`src/rtl/add_sub_pkg.sv`:
```
// add_sub_pkg: shared state type and control-vector bit map for the add/sub sequencer.
package add_sub_pkg;
    typedef enum logic [2:0] {
        S_IDLE   = 3'd0,
        S_LOAD_M = 3'd1,
        S_LOAD_Q = 3'd2,
        S_CALC   = 3'd3,
        S_OUT    = 3'd4
    } state_t;

    localparam int CW         = 11;
    localparam int C_LD_M     = 0;
    localparam int C_LD_Q     = 1;
    localparam int C_CIN      = 2;
    localparam int C_INV      = 3;
    localparam int C_WR       = 4;
    localparam int C_CARRY    = 5;
    localparam int C_OUTB     = 7;
    localparam int C_LAST_OUT = 8;

    // Bits that keep their value while the sequencer is stalled.
    localparam logic [CW-1:0] C_STALL_KEEP = CW'((1 << C_INV) | (1 << C_OUTB));
endpackage

```
`src/rtl/seq_word_cnt.sv`:
```
// seq_word_cnt: word index counter with synchronous load, increment and decrement.
module seq_word_cnt #(
    parameter int W = 1
) (
    input  logic         clk,
    input  logic         rst_b,
    input  logic         i_ld,
    input  logic [W-1:0] i_ld_val,
    input  logic         i_inc,
    input  logic         i_dec,
    output logic [W-1:0] o_cnt
);
    logic [W-1:0] r_cnt;

    always_ff @(posedge clk or negedge rst_b) begin
        if (!rst_b) r_cnt <= '0;
        else        r_cnt <= i_ld ? i_ld_val : i_inc ? r_cnt + 1'b1 : i_dec ? r_cnt - 1'b1 : r_cnt;
    end

    assign o_cnt = r_cnt;
endmodule

```
`src/rtl/add_sub_seq_ctrl.sv`:
```
// add_sub_seq_ctrl: Moore sequencer for the word-serial adder/subtractor (load M, load Q, calc, out).
// Optional stall input enabled by ADD_SUB_SEQ_STALL_EN.
module add_sub_seq_ctrl
    import add_sub_pkg::*;
#(
    parameter  int WORDS = 2,
    localparam int IDXW  = (WORDS > 1) ? $clog2(WORDS) : 1
) (
`ifdef ADD_SUB_SEQ_STALL_EN
    input  logic            stall,
`endif
    input  logic            clk,
    input  logic            rst_b,
    input  logic            enable,
    input  logic            start,
    input  logic            op,
    output logic            busy,
    output logic            done,
    output logic [IDXW-1:0] word_idx,
    output logic [CW-1:0]   c
);
    localparam logic [IDXW-1:0] L_LAST = IDXW'(WORDS - 1);

    state_t          r_state, w_state_nx;
    logic            r_op, w_op_nx;
    logic            w_ld, w_inc, w_dec, w_stall, w_up_last, w_dn_last;
    logic [IDXW-1:0] w_ld_val;
    logic [CW-1:0]   w_c;

`ifdef ADD_SUB_SEQ_STALL_EN
    assign w_stall = stall & enable;
`else
    assign w_stall = 1'b0;
`endif

    assign w_up_last = word_idx == L_LAST;
    assign w_dn_last = word_idx == '0;

    always_ff @(posedge clk or negedge rst_b) begin
        if (!rst_b) begin
            r_state <= S_IDLE;
            r_op    <= 1'b0;
        end else begin
            r_state <= w_state_nx;
            r_op    <= w_op_nx;
        end
    end

    always_comb begin
        w_state_nx = r_state;
        w_op_nx    = r_op;
        w_ld       = 1'b0;
        w_ld_val   = '0;
        w_inc      = 1'b0;
        w_dec      = 1'b0;
        if (!enable) begin
            w_state_nx = S_IDLE;
            w_ld       = 1'b1;
        end else if (!w_stall) begin
            case (r_state)
                S_IDLE: if (start) begin
                    w_state_nx = S_LOAD_M;
                    w_op_nx    = op;
                    w_ld       = 1'b1;
                end
                S_LOAD_M: begin
                    w_state_nx = w_up_last ? S_LOAD_Q : S_LOAD_M;
                    w_ld       = w_up_last;
                    w_inc      = !w_up_last;
                end
                S_LOAD_Q: begin
                    w_state_nx = w_up_last ? S_CALC : S_LOAD_Q;
                    w_ld       = w_up_last;
                    w_inc      = !w_up_last;
                end
                S_CALC: begin
                    // Output phase walks the words high to low.
                    w_state_nx = w_up_last ? S_OUT : S_CALC;
                    w_ld       = w_up_last;
                    w_ld_val   = L_LAST;
                    w_inc      = !w_up_last;
                end
                S_OUT: begin
                    w_state_nx = w_dn_last ? S_IDLE : S_OUT;
                    w_ld       = w_dn_last;
                    w_dec      = !w_dn_last;
                end
                default: begin
                    w_state_nx = S_IDLE;
                    w_ld       = 1'b1;
                end
            endcase
        end
    end

    seq_word_cnt #(.W(IDXW)) u_cnt (
        .clk      (clk),
        .rst_b    (rst_b),
        .i_ld     (w_ld),
        .i_ld_val (w_ld_val),
        .i_inc    (w_inc),
        .i_dec    (w_dec),
        .o_cnt    (word_idx)
    );

    assign busy = r_state != S_IDLE;
    assign done = (r_state == S_OUT) & w_dn_last & !w_stall;

    always_comb begin
        w_c             = '0;
        w_c[C_LD_M]     = r_state == S_LOAD_M;
        w_c[C_LD_Q]     = r_state == S_LOAD_Q;
        w_c[C_CIN]      = (r_state == S_CALC) & !w_dn_last;
        w_c[C_INV]      = r_op & busy;
        w_c[C_WR]       = r_state == S_CALC;
        w_c[C_CARRY]    = (r_state == S_CALC) & w_up_last;
        w_c[C_OUTB]     = r_state == S_OUT;
        w_c[C_LAST_OUT] = (r_state == S_OUT) & w_dn_last;
        if (w_stall) w_c = w_c & C_STALL_KEEP;
    end

    assign c = w_c;
endmodule

```
`config.mk`:
```
export PLATFORM = sky130hd
export DESIGN_NAME = add_sub_seq_ctrl
export DESIGN_NICKNAME = d
export VERILOG_FILES = /design/src/rtl/add_sub_pkg.sv /design/src/rtl/seq_word_cnt.sv /design/src/rtl/add_sub_seq_ctrl.sv
export SDC_FILE = /design/constraint.sdc
export NUM_CORES = 1
export LEC_CHECK = 0
export ABC_AREA = 1
export CORE_AREA = 2 2 39 41
export CTS_CLUSTER_DIAMETER = 30
export CTS_CLUSTER_SIZE = 14
export DETAILED_ROUTE_END_ITERATION = 16
export DIE_AREA = 0 0 41 43
export GPL_TIMING_DRIVEN = 0
export HOLD_SLACK_MARGIN = 0.1
export PLACE_DENSITY = 0.57
export SLEW_MARGIN = 15
export SYNTH_ARGS = -nofsm -noshare
export SYNTH_HDL_FRONTEND = slang
export SYNTH_SLANG_ARGS = --single-unit
```
`constraint.sdc`:
```
create_clock -name clk -period 1.4 [get_ports clk]
set_input_delay 0.28 -clock clk [delete_from_list [all_inputs] [get_ports clk]]
set_output_delay 0.28 -clock clk [all_outputs]
set_load 0.02 [all_outputs]
```
### Word level (Yosys, flattened, before mapping)

Cells that the tools add are included.

| storage, ports and cells | value |
|---|---|
| register bits | 5 |
| input bits | 5 |
| output and inout port bits | 14 |
| word-level logic and storage cells | 39 |

| operators by class | value |
|---|---|
| add/sub/neg operators | 2 |
| equality and inequality tests | 5 |
| muxes and demuxes | 19 |
| bitwise operators | 4 |
| reduce and logical (&&, ||, !) cells | 6 |

Operators by type and width:

| operator | number |
|---|---|
| $pmux W3 S5 | 1 |
| $mux W1 | 12 |
| $mux W3 | 4 |
| $eq A3 B2 Y1 const B | 2 |
| $reduce_bool A3 Y1 | 2 |
| $and A1 B1 Y1 | 3 |
| $eq A3 B1 Y1 const B | 1 |
| $eq A3 B3 Y1 const B | 1 |
| $logic_not A3 Y1 | 1 |
| $ne A3 B3 Y1 const B | 1 |
| $pmux W1 S3 | 1 |
| $reduce_and A3 Y1 | 1 |
| $reduce_or A3 Y1 | 1 |
| $mux W2 | 1 |
| $add A1 B1 Y1 const B | 1 |
| $logic_not A1 Y1 | 1 |
| $not A1 Y1 | 1 |
| $sub A1 B1 Y1 const B | 1 |

### Depth between registers and ports, before layout

| logic depth | value |
|---|---|
| depth after elaboration | 6 |
| gate-level depth with buffers | 7 |
| mapped depth without buffers | 7 |

### By module

From an unflattened synthesis, not the netlist that was laid out.

| unflattened totals | value |
|---|---|
| cell total of the unflattened synthesis | 69 |
| area total of the unflattened synthesis | 442.9 µm² |

Modules (own cells, without submodules):

| module | times used | cells an instance | area each (µm²) | seq. area each (µm²) |
|---|---|---|---|---|
| add_sub_seq_ctrl | 1 | 57 | 372.9 | 100.1 |
| seq_word_cnt | 1 | 12 | 70.1 | 25.0 |

### Worst setup path after synthesis

Ideal clock, no wire load.

| timing | value |
|---|---|
| path kind | reg-to-output |
| start point | register r_state[2] |
| end point | output c[5] |
| arrival time | 1210 ps |
| data required time | 1120 ps |
| setup slack | -90 ps |
| stages on the path, launching flop included | 5 |
| buffers on the path | 1 |
| path through | dfrtp_1 -> inv_2 -> nand3_1 -> nor2_1 -> buf_4 |

| between the ends | value |
|---|---|
| cells in the longest elaborated chain, start to end | 2 |

Ends and longest elaborated chain:

| element | line | RTL |
|---|---|---|
| start, declared | add_sub_seq_ctrl.sv:24 | `state_t r_state, w_state_nx;` |
| start signal, assigned | add_sub_seq_ctrl.sv:44 | `r_state <= w_state_nx;` |
| $eq A3 B2 Y1 | -- |  |
| $and A1 B1 Y1 | -- |  |
| end, declared | add_sub_seq_ctrl.sv:20 | `output logic [CW-1:0] c` |

No other way between the ends.

### Worst setup path in the final report

| timing | value |
|---|---|
| start point | register r_state[0] |
| end point | output c[8] |

| between the ends | value |
|---|---|
| cells in the longest elaborated chain, start to end | 2 |

Ends and longest elaborated chain:

| element | line | RTL |
|---|---|---|
| $eq A3 B3 Y1 | add_sub_seq_ctrl.sv:118 | `w_c[C_LAST_OUT] = (r_state == S_OUT) & w_dn_last;` |
| $and A1 B1 Y1 | add_sub_seq_ctrl.sv:118 |  |

No other way between the ends.

==> flow_summary_export.csv <==
group,metric,value,unit
setup_path,cp_cell_sequence,"nor2_4 > nand3_2 > inv_2 > buf_6 > buf_6",
final_layout,drive_above_1_share,55.56,%
logic_synthesis,synthArstFlopShare,100.0,%
min_path,hp-class,"primary input to asynchronous set/reset pin",
setup_path,critical_path.max_stage_delay,0.46,ns
cts,numCtsBuffers,3,
global_routing,grt_pass1_vias,373,
power,pwr-share-comb,39.4,%
setup_path,crit_path_end_kind,"output pin",
place,hpwl,643.6,um
logic_synthesis,ys.flop_type,"dfrtp_1",
routing,post_drt_wl_per_cell,10.92,um
global_routing,busiest_layer,"met2",
power,pwr-share-clk,29.3,%
place,place.gp.congestion,0.7986,
global_routing,use_met3,6.283,%
routing,vias,463,
logic_synthesis,syn_inst,55,
power,seqPwrFrac,31.3,%
setup_path,r2r_slack,0,ns
routing,routed_via_density,4.368,
setup_path,cp_top_family,"flip-flops",
power,total_power,0.5825,mW
setup_path,crit_top_cell,"buf_6",
logic_synthesis,ys_ff_latch,5,
global_routing,grt_first_pass_wirelength,1.490,mm
cts,clk_pin_slew,0.05,ns
final_layout,final_util,53.07,%
die,die_w,41,um
setup_path,r2r_start,"r_state[0]",
final_layout,antennaDiodeCount,0,
status,violations,"negative setup slack",
cts,clock_latency,0.25,ns
logic_synthesis,synth_edf_count,0,
timing,fin_crit_sh,107.6,%
status,status,"complete, but fails checks",
power,p_int,0.3760,mW
routing,finalWirelength,1.158,mm
setup_path,cp_max_fo,5,
logic_synthesis,yosysSeqAreaShare,32.15,%
power,p_sw_share,35.45,%
cts,cts.hold.buffers_added,0,
global_routing,grt_use_total,13.31,%
setup_path,cp.arrival,1.23,ns
place,dp_slack,-0.4625,ns
die,dieArea,0.001763,mm^2
routing,drtPass1Iterations,4,
die,coreArea,0.001384,mm^2
place,placed_area,569.3,um^2
logic_synthesis,synth_cell_types,16,
die,ios,19,
setup_path,crit_path_start_kind,"flop",
global_routing,grt_max_degree,7,
logic_synthesis,yosysTopAreaCell,"dfrtp_1",
final_layout,nNetsFinal,96,
cts,cts_buffer_depth,2,
setup_path,cp_slowest_cell,"dfrtp_2",
global_routing,use_met1,13.36,%
final_layout,syn2layout_area_growth,88.75,%
final_layout,stdcell_count,106,
timing,layout_setup_ws,-0.1066,ns
cts,clock-sinks,5,
global_routing,antenna_found_initial,0,
routing,drc,0,
timing,min_period,1.507,ns
setup_path,worstSetupPathType,"flop to output pin",
global_routing,grt_remaining_overflow,0,
die,die_y,43,um
cts,cts_tree,"done",
setup_path,rr_worst_depth,9,
power,ir_drop,0.6426,mV
timing,slew_violations,0,
die,start_util,28.12,%
setup_path,worstPathRequired,1.12,ns
global_routing,gr-usage-met2,21.88,%
logic_synthesis,synthMostInstantiatedCell,"nand2_1",
timing,fin_setup_tns,-0.6006,ns
timing,finalSetupViolations,9,
place,dp.cells,88,
power,p_leak,0.4014,nW
routing,ant_nets,0,
timing,rsz0062_at_grt,"yes",
timing,fmax,663.8,MHz
power,power.density,793.1,mW/mm^2
final_layout,final_cell_area,734.5,um^2
timing,whs,0.2603,ns
setup_path,cp_num_buf_inv,3,
logic_synthesis,ys_warn_count,0,
logic_synthesis,syn-cell-area,389.1,um^2
logic_synthesis,syn_area_per_cell,7.075,um^2
die,rows,14,
logic_synthesis,synthTopCellsByCount,"nand2_1 (9), inv_1 (8), nand3_1 (6), buf_4 (5), dfrtp_1 (5)",
logic_synthesis,synth_top_area_share,32.15,%
setup_path,r2r_end,"u_cnt.o_cnt",
power,p_sw,0.2065,mW
job,maxCapViolCount,0,
timing,skew,0.01051,ns
cts,cts-htree-levels,1,
routing,drt_iter0_markers,5,
cts,cts-root-buf,"clkbuf_4",
timing,hold_viol_final,0,
logic_synthesis,synth.area.top_cells,"dfrtp_1 (32%), buf_4 (9.6%), nand2_1 (8.7%)",
place,io_buffers,15,
-- worst max-delay path by stage --
stage / from / end / slack [ns] / cells past startpoint
2_1_floorplan: u_cnt.o_cnt / c[8] / 0.01 / 4
3_3_place_gp: r_state[2] / c[5] / -0.47 / 5
3_5_place_dp: r_state[0] / c[8] / -0.46 / 5
4_1_cts: r_state[2] / c[5] / -0.12 / 5
5_1_grt: r_state[0] / c[8] / -0.17 / 5
6_report: r_state[0] / c[8] / -0.11 / 5
-- layout make-up --
type	instances	area, um^2
timing repair buffer	29	245.2
sequential	5	127.6
tap	16	20.02
clock buffer	4	26.28
fill	148	649.4
multi-input combinational	37	232.7
buffer	5	45.04
inverter	10	37.54
-- power by group through the flow --
stage	combinational [mW]	clock, mW	sequential (mW)
global route	0.246	0.188	0.184
detailed placement	0.177	0	0.184
global placement	0.177	0	0.185
CTS	0.195	0.171	0.180
floorplan	0.106	0	0.186
finish	0.229	0.171	0.182
-- worst register-to-register path: cells and delay by family (launching register included) --
family	cells	cell delay, ns
AOI/OAI and AO/OA	1	0.11
buffers and inverters	3	0.34
DFF	1	0.46
and+or+nand+nor	5	0.37
-- kinds of logic after synthesis --
logic type,synth area share (%)
and+or+nand+nor,35.05
xor gates and xnor gates,2.251
DFF,32.15
other,0.9637
AOI/OAI and AO/OA,10.29
buffers and inverters,19.29
-- state kept, by name, indices dropped and copies added (netlist names) --
register / flops
r_state: 3
r_op: 1
u_cnt.o_cnt: 1
-- per-layer routing --
| metal | wire [um] | up-vias |
|---|---|---|
| met5 | 0 | - |
| met4 | 0 | 0 |
| met3 | 55 | 0 |
| met2 | 636 | 13 |
| met1 | 465 | 213 |
| li1 | - | 237 |
-- cell usage in the layout, fill, tap and decap left out, types with 4 or more instances in the layout --
master and n:
buf_4 21, buf_6 7, clkdlybuf4s50_1 4, inv_1 5, inv_2 5, nand2_1 8, nand3_1 4, o21ai_1 4
-- repair_timing --
item,in CTS,in global routing
pin swaps,1,3
setup buffers,10,4
gates resized for setup,56,17
hold endpoints to repair,0,0
endpoints found under the setup margin,11,10
Power figures use the tool's default switching activity.
